### src/rtl/pic_inta_isr_ctrl.sv
// INT/INTA sequencer for an 8259-style PIC in 8086 mode: raises INT, runs the
// two-pulse acknowledge, owns the in-service register and drives the vector byte.
module pic_inta_isr_ctrl #(
    parameter int NUM_IRQ = 8,
    parameter int ID_W    = 3
) (
    input  logic               clk,
    input  logic               rst_n,
    input  logic               int_req,
    input  logic [ID_W-1:0]    int_id,
    input  logic               inta_n,
    input  logic               aeoi,
    input  logic               eoi_ns,
    input  logic               eoi_sp,
    input  logic [ID_W-1:0]    eoi_lvl,
    input  logic [4:0]         vec_base,
    output logic               int_out,
    output logic [NUM_IRQ-1:0] isr,
    output logic [NUM_IRQ-1:0] irr_clr,
    output logic [7:0]         vec_out,
    output logic               vec_oe
);

    typedef enum logic [2:0] {IDLE, PEND, ACK1, GAP, ACK2} state_t;

    localparam logic [ID_W-1:0] SPUR_ID = ID_W'(NUM_IRQ - 1);

    state_t            state, state_nxt;
    logic              inta_q;
    logic              fall, rise;
    logic [ID_W-1:0]   id_q;
    logic              spur_q;
    logic              ack_fall;
    logic [NUM_IRQ-1:0] eoi_clr, aeoi_clr, ack_set, isr_nxt;

    assign fall     = inta_q & ~inta_n;
    assign rise     = ~inta_q & inta_n;
    assign ack_fall = (state == PEND) && fall;

    always_comb begin
        state_nxt = state;
        case (state)
            IDLE:    if (int_req) state_nxt = PEND;
            PEND:    if (fall)    state_nxt = ACK1;
            ACK1:    if (rise)    state_nxt = GAP;
            GAP:     if (fall)    state_nxt = ACK2;
            ACK2:    if (rise)    state_nxt = IDLE;
            default:              state_nxt = IDLE;
        endcase
    end

    // EOI looks at the pre-update ISR; clears go in before the ACK1 set so set wins.
    always_comb begin
        eoi_clr = '0;
        if (eoi_sp)
            eoi_clr = NUM_IRQ'(1) << eoi_lvl;
        else if (eoi_ns)
            eoi_clr = isr & (~isr + NUM_IRQ'(1));
        aeoi_clr = '0;
        if ((state == ACK2) && rise && aeoi && !spur_q)
            aeoi_clr = NUM_IRQ'(1) << id_q;
        ack_set = '0;
        if (ack_fall && int_req)
            ack_set = NUM_IRQ'(1) << int_id;
        isr_nxt = (isr & ~(eoi_clr | aeoi_clr)) | ack_set;
    end

    always_ff @(posedge clk or negedge rst_n) begin
        if (!rst_n) begin
            state   <= IDLE;
            inta_q  <= 1'b1;
            isr     <= '0;
            irr_clr <= '0;
            id_q    <= '0;
            spur_q  <= 1'b0;
        end else begin
            state   <= state_nxt;
            inta_q  <= inta_n;
            isr     <= isr_nxt;
            irr_clr <= ack_set;
            if (ack_fall) begin
                id_q   <= int_req ? int_id : SPUR_ID;
                spur_q <= ~int_req;
            end
        end
    end

    assign int_out = (state == PEND);
    // Bus drive drops combinationally on the rising edge of the second pulse.
    assign vec_oe  = (state == ACK2) && !inta_n;
    assign vec_out = vec_oe ? {vec_base, id_q} : 8'h00;

endmodule

### config.mk
export PLATFORM = sky130hd
export DESIGN_NAME = pic_inta_isr_ctrl
export DESIGN_NICKNAME = d
export VERILOG_FILES = /design/src/rtl/pic_inta_isr_ctrl.sv
export SDC_FILE = /design/constraint.sdc
export NUM_CORES = 1
export LEC_CHECK = 0
export ABC_AREA = 1
export BUFFER_PORTS_ARGS = -buffer_cell sky130_fd_sc_hd__buf_2
export CELL_PAD_IN_SITES_DETAIL_PLACEMENT = 1
export CELL_PAD_IN_SITES_GLOBAL_PLACEMENT = 1
export CORE_AREA = 4 4 62 76
export CTS_CLUSTER_SIZE = 28
export DETAILED_ROUTE_END_ITERATION = 7
export DIE_AREA = 0 0 66 80
export MAX_ROUTING_LAYER = met4
export PLACE_DENSITY = 0.82
export SLEW_MARGIN = 20
export SYNTH_ARGS = -nofsm -noshare
export SYNTH_HDL_FRONTEND = slang
export SYNTH_SLANG_ARGS = --single-unit
### constraint.sdc
create_clock -name clk -period 1.45 [get_ports clk]
set_input_delay 0.145 -clock clk [delete_from_list [all_inputs] [get_ports clk]]
set_output_delay 0.145 -clock clk [all_outputs]
set_load 0.05 [all_outputs]
==> results of run 1 <==
==> cells by family after synthesis <==
kind of cell	after synthesis
AND/OR/NAND/NOR	105
buffers and inverters	41
flip-flops	24
AO/OA/AOI/OAI	17
==> critical path: cells and delay by family, from the launching register on <==
| kind | cells | cell delay [ps] |
|---|---|---|
| and+or+nand+nor | 4 | 460 |
| DFF | 1 | 380 |
| buffers and inverters | 3 | 420 |
==> per-layer routing <==
metal / wire, um / GRT usage, % / vias up
li1: - / - / 664
met1: 1530 / 19.3 / 629
met2: 2020 / 31.2 / 27
met3: 175 / 2.25 / 4
met4: 51 / 3.66 / 0
met5: 0 / - / -
==> registers in the layout, summed over array words and instances, names as in the netlist <==
register / cells
irr_clr: 8
isr: 8
id_q: 3
state: 3
inta_q: 1
spur_q: 1
==> through the flow <==
stage | total power [mW] | setup slack (ps) | instance area (um2)
global route | 2.73 | -306 | 1900
floorplan | 1.59 | -459 | 1390
detailed placement | 1.87 | 15.5 | 1710
global placement | 1.82 | 54.3 | 1710
finish | 2.56 | -221 | 1900
CTS | 2.51 | -195 | 1850
==> cell usage in the layout (no fill, tap or decap) <==
master and n:
a21oi_1 4, a22oi_1 2, buf_12 1, buf_2 33
buf_4 6, buf_6 5, buf_8 5, bufinv_16 1
clkbuf_8 3, clkinvlp_4 1, dfrtp_1 23, dfstp_2 1
dlygate4sd3_1 1, inv_1 37, inv_2 2, nand2_1 57
nand2_2 2, nand3_1 5, nand3_4 1, nand4_1 4
nor2_1 20, nor2_2 1, nor2_4 14, nor3_1 1
o21a_1 1, o21ai_0 9, o21ai_1 1
==> final cells by class <==
cell class / instances / area, um2
multi-input cells: 122 / 631
clock inverters: 1 / 30.0
well taps: 54 / 67.6
fillers: 513 / 2010
repair buffers: 51 / 372
clock buffers: 3 / 41.3
flip-flops and latches: 24 / 602
inverters: 40 / 154
==> timing repair <==
action                     4_1_cts  5_1_grt
gates resized for setup         19        7
hold endpoints to repair        23        0
pin swaps                        0        3
setup buffers                    1        3
setup endpoints to repair       10       15
cloned                           0        0
hold buffers                     1        0
==> power groups by stage <==
stage,Combinational [mW],Sequential (mW),Clock (mW)
after floorplan,0.703,0.890,0
after global placement,0.984,0.840,0
after detailed placement,1.02,0.847,0
after CTS,1.08,0.833,0.604
after global routing,1.25,0.848,0.638
final,1.12,0.834,0.597
==> how the worst max path moves through the flow <==
stage                     depth (start not counted)  slack, ps     start          to
final                                             7       -220  state[1]  vec_out[2]
after CTS                                         7       -200  state[1]  vec_out[7]
after global routing                              7       -310  state[1]  vec_out[0]
after global placement                            7         50  state[1]  vec_out[2]
after floorplan                                   6       -460  state[1]  vec_out[0]
after detailed placement                          7         20  state[1]  vec_out[7]
==> out/metrics.yaml, run 1 <==
outcome:
  status: "complete, but fails checks"
  violations: "negative setup slack"
detailed_routing:
  wirelength_um: 3780
  post_drt_via_cell_ratio: 4.49
  vias: 1324
  post-route-drc-count: 0
  dr.pass1.iters: 4
  antenna_violating_nets_post_route: 0
  avgRoutedWirePerCell_um: 12.8
  drtIter0Drc: 20
clocking:
  cts_buffer_depth: 2
  numCtsBuffers: 3
  clock_sinks: 24
  clk_pin_slew_worst_paths_ps: 90
  clock_latency_ps: 270
  cts_max_level: 1
  cts_tree: "done"
  root_buffer: "clkbuf_8"
global_routing:
  grt_antenna_before_repair: 0
  grt_pass1_wl_um: 6820
  grt-ovfl-total: 0
  grt_max_degree: 25
  grt_usage_pct: 16.9
  first_global_vias: 1481
worst_setup_path:
  reg2regPathDepth: 7
  critPathLaunchType: "flop"
  regToRegSetupSlack_ps: 100
  critPathCaptureType: "output pin"
  r2r_end: "isr[1]"
  r2r-start: "state[0]"
  cp_common_cell: "nor2_4"
  cp_max_fo: 8
  crit_type: "flop to output pin"
  cpPeakStageDelay_ps: 380
  critPathArrivalTime_ps: 1530
  slowest_stage: "dfrtp_1"
  crit_chain: "nor2_1 -> nand2_1 -> nor2_4 -> clkinvlp_4 -> buf_12 -> nor2_4 -> buf_8"
  crit_required_ps: 1310
yosys:
  synthesis.nets: 205
  yosys-top-cells-area: "dfrtp_1 (44%), nand2_1 (16%), inv_1 (11%)"
  synth_area_um2: 1320
  ys_ff_latch: 24
  synth.most_common_cell: "nand2_1"
  synth_seq_area_share_pct: 45.5
  yosysTopAreaCellShare_pct: 43.6
  yosysWarnings: 0
  synth_ff_type: "dfrtp_1"
  synth_commonest_cells: "nand2_1 (57), inv_1 (38), nor2_1 (29), dfrtp_1 (23), o21ai_0 (9)"
  muxShareOfSynthArea_pct: 0
  netlist.top_cell.by_area: "dfrtp_1"
  async_reset_ff_share_pct: 100
  synth_edf_count: 0
  synth_xor_area_share_pct: 0
  yosysUniqueCellTypes: 19
  synthSimpleGateAreaFrac_pct: 35.2
  synthAdderAreaFrac_pct: 0
  synth_compound_area_share_pct: 7.01
  synth.avg_cell_area_um2: 7.07
  synth_top_family_by_area: "simple AND/OR/NAND/NOR gates"
  synth_cells: 187
timing:
  maxSlewHeadroom_pct: 62.8
  setup_tns_ps: -1680
  finalCritPeriodShare_pct: 115
  setup_slack_ps: -221
  post-route-min-period_ps: 1670
  timing.hold.ws_ps: 19.0
  fmax_ghz: 0.598
  skew_ps: 3.75
  worst_pin_slew_ps: 558
  slew_viol_final: 0
  setup_violations: 8
  rsz0062_at_grt: "true"
  hold_violations: 0
floorplanning:
  io_pins: 44
  die-area_um2: 5280
  dieHeight_um: 80
  start_util_pct: 33.8
  coreArea_um2: 3910
  die_w_um: 66
  row_count: 25
pwr:
  p_leak_nw: 1.13
  p_seq_share_pct: 32.6
  clkPwrFrac_pct: 23.4
  combPwrFrac_pct: 44.0
  max-vdd-ir-drop_uv: 912
  p_switching_mw: 1.05
  p_sw_share_pct: 40.9
  p_per_area_nw_per_um2: 1350
  intPower_mw: 1.51
final_layout:
  syn_to_final_growth_pct: 43.6
  nNetsFinal: 260
  diodes: 0
  drive_gt1_share_pct: 31.5
  fin_cells: 295
  fin_util_pct: 48.5
hold_path:
  hold_class: "input pin to flop"
  holdPathEnd: "inta_q"
  holdPathStages: 1
  worstHoldStart: "inta_n"
place:
  place.gp.congestion: 0.795
  io_buffers: 43
  dp_hpwl_um: 3090
  place_inst: 287
job:
  cap_violations: 0
Power figures use the tool's default switching activity.
==> inputs of run 2 (changes only) <==
==> constraint.sdc (replaced) <==
create_clock -name clk -period 1.45 [get_ports clk]
set_input_delay 0 -clock clk [delete_from_list [all_inputs] [get_ports clk]]
set_output_delay 0 -clock clk [all_outputs]
set_load 0.05 [all_outputs]
==> run 2 against run 1 <==
Net effect:
- routed wire length is 7.1% higher
- critical path type unchanged
- total power is 0.16% lower
- global-route usage is 0.84 points higher
- critical endpoint is now vec_out[7]
- combinational power hardly changed
- the run still ends with negative setup slack left
- via count is 3.1% higher
==> out/metrics.yaml, run 2 (synthesis gave the netlist of run 1 again) <==
timing:
  setup_violations: 8  # unchanged
  hold_violations: 0  # unchanged
  finalCritPeriodShare_pct: 109  # -6.4 points
  fmax_ghz: 0.634  # +5.9%
  worst_pin_slew_ps: 549  # -9.59 ps
  setup_slack_ps: -128  # +93.1 ps
  rsz0062_at_grt: "true"
  skew_ps: 3.67  # -0.0803 ps
  maxSlewHeadroom_pct: 63.4  # +0.64 points
  slew_viol_final: 0  # unchanged
  post-route-min-period_ps: 1580  # -93.1 ps
worst_setup_path:
  critPathLaunchType: "flop"
  crit_type: "flop to output pin"
  cp_common_cell: "nor2_4"
  path_buf_inv: 3  # unchanged
  crit_chain: "nor2_1 -> nand2_1 -> nor2_4 -> clkinvlp_4 -> buf_12 -> nor2_4 -> buf_8"
  slowest_stage: "dfrtp_1"
  cpPeakStageDelay_ps: 390  # about the same
  cp_top_family: "simple AND/OR/NAND/NOR gates"
  regToRegSetupSlack_ps: 80  # -20 ps
  critPathCaptureType: "output pin"
  cp_max_fo: 8  # unchanged
  critPathArrivalTime_ps: 1580  # +50 ps
  crit_required_ps: 1450  # +140 ps
clocking:
  clock_sinks: 24  # unchanged
  clk_pin_slew_worst_paths_ps: 90  # about the same
  cts_max_level: 1  # unchanged
  cts_buffer_depth: 2  # unchanged
  clock_latency_ps: 270  # about the same
  numCtsBuffers: 3  # unchanged
  cts_tree: "done"
  root_buffer: "clkbuf_8"
pwr:
  power.total_mw: 2.55  # -0.16%
  p_sw_share_pct: 41.4  # +0.46 points
  intPower_mw: 1.50  # -0.95%
  p_per_area_nw_per_um2: 1340  # -0.43%
  p_switching_mw: 1.06  # +0.97%
  clkPwrFrac_pct: 23.2  # -0.2 points
  p_seq_share_pct: 32.9  # +0.3 points
  p_leak_nw: 1.14  # about the same
  combPwrFrac_pct: 43.9  # about the same
  max-vdd-ir-drop_uv: 1200  # +32%
global_routing:
  grt-ovfl-total: 0  # unchanged
  first_global_vias: 1581  # +6.8%
  grt_pass1_wl_um: 7030  # +3.0%
  grt_antenna_before_repair: 0  # unchanged
  grt_max_degree: 25  # unchanged
  grt_usage_pct: 17.7  # +0.84 points
outcome:
  status: "complete, but fails checks"
  violations: "negative setup slack"
final_layout:
  drive_gt1_share_pct: 32.2  # +0.70 points
  diodes: 0  # unchanged
  final_cell_mix: "nand2_1 (55), inv_1 (37), buf_2 (34)"
  stdcell_area_um2: 1900  # +0.26%
  multi_input_area_um2: 636  # +0.79%
  layout_commonest_cell: "nand2_1"
  largestRegisters: "irr_clr: 8 flops, isr: 8 flops"
  nNetsFinal: 261  # +0.38%
  fin_cells: 296  # +0.34%
  syn_to_final_growth_pct: 43.9
  regArea_um2: 602  # unchanged
  fillers: 513  # unchanged
detailed_routing:
  dr.pass1.iters: 4  # unchanged
  antenna_violating_nets_post_route: 0  # unchanged
  avgRoutedWirePerCell_um: 13.7  # +6.8%
  post-route-drc-count: 0  # unchanged
  vias: 1365  # +3.1%
  wirelength_um: 4050  # +7.1%
  post_drt_via_cell_ratio: 4.61  # +2.7%
  drtIter0Drc: 27  # +35%
place:
  io_buffers: 43  # unchanged
  place_inst: 285  # -0.70%
  place.gp.congestion: 0.802  # +0.84%
  dpl_cell_area_um2: 1690  # -0.88%
  dp_hpwl_um: 3150  # +2.0%
floorplanning:
  io_pins: 44  # unchanged
  die_w_um: 66  # unchanged
  row_count: 25  # unchanged
  coreArea_um2: 3910  # unchanged
  start_util_pct: 33.8  # unchanged
  die-area_um2: 5280  # unchanged
  dieHeight_um: 80  # unchanged
job:
  cap_violations: 0  # unchanged
hold_path:
  hold_class: "input pin to flop"
## run 2: cell count changes in the layout (fill, tap and decap cells not counted), sizes merged
| cell | change |
|---|---|
| dlygate4sd3 | +1 |
## run 2: metrics by stage
| stage | hold WS (ps) | util (%) | setup TNS [ps] | setup WS, ps |
|---|---|---|---|---|
| after global routing | 59.2 | 48.6 | -1340 | -178 |
| after detailed placement | 17.9 | 43.3 | 0 | 67.8 |
| after CTS | 31.3 | 47.9 | -642 | -96.8 |
| after global placement | 11.8 | 43.3 | 0 | 167 |
| after floorplan | -296 | - | -2510 | -314 |
| final | 30.1 | 48.6 | -715 | -128 |
## run 2: worst paths after layout
path                       startpoint          to  cells after the start
hold / removal              int_id[2]     id_q[2]                      3
setup / recovery             state[1]  vec_out[7]                      7
min in group asynchronous       rst_n  irr_clr[2]                      2
hold reg to reg                spur_q      spur_q                      2
max in group asynchronous       rst_n  irr_clr[0]                      2
setup reg to reg             state[0]      isr[2]                      7
## run 2: worst register-to-register path, stage by stage, from the launching register on
cell and delay, ps:
dfrtp_1 370, buf_4 150, nand2_1 130, nor2_4 170, nand3_4 110, nor2_4 190
nand2_1 110, nand2_1 90
## run 2: cell type report
class | instances | area share [%]
clock buffer | 3 | 2.17
clock inverter | 1 | 1.58
inverter | 40 | 8.09
multi-input combinational | 122 | 33.4
sequential | 24 | 31.6
tap | 54 | 3.55
timing repair buffer | 52 | 19.5
## run 2: repair_timing
action	CTS	global route
buffers inserted	4	1
endpoints found under the setup margin	8	12
hold endpoints to repair	24	0
hold buffers	2	0
pin swaps	2	4
gates resized for setup	19	6
## run 2: per-layer routing
metal | up-vias | GRT usage (%) | wire length, um
met5 | - | - | 0
li1 | 669 | - | -
met1 | 653 | 18.2 | 1490
met2 | 32 | 34.7 | 2280
met3 | 11 | 1.97 | 170
met4 | 0 | 5.08 | 99
## run 2: power groups by stage
stage	combinational, mW	clock (mW)	sequential, mW
final	1.12	0.592	0.839
after global routing	1.25	0.626	0.849
after CTS	1.08	0.601	0.837
after detailed placement	0.973	0	0.864
after global placement	0.948	0	0.854
after floorplan	0.703	0	0.890
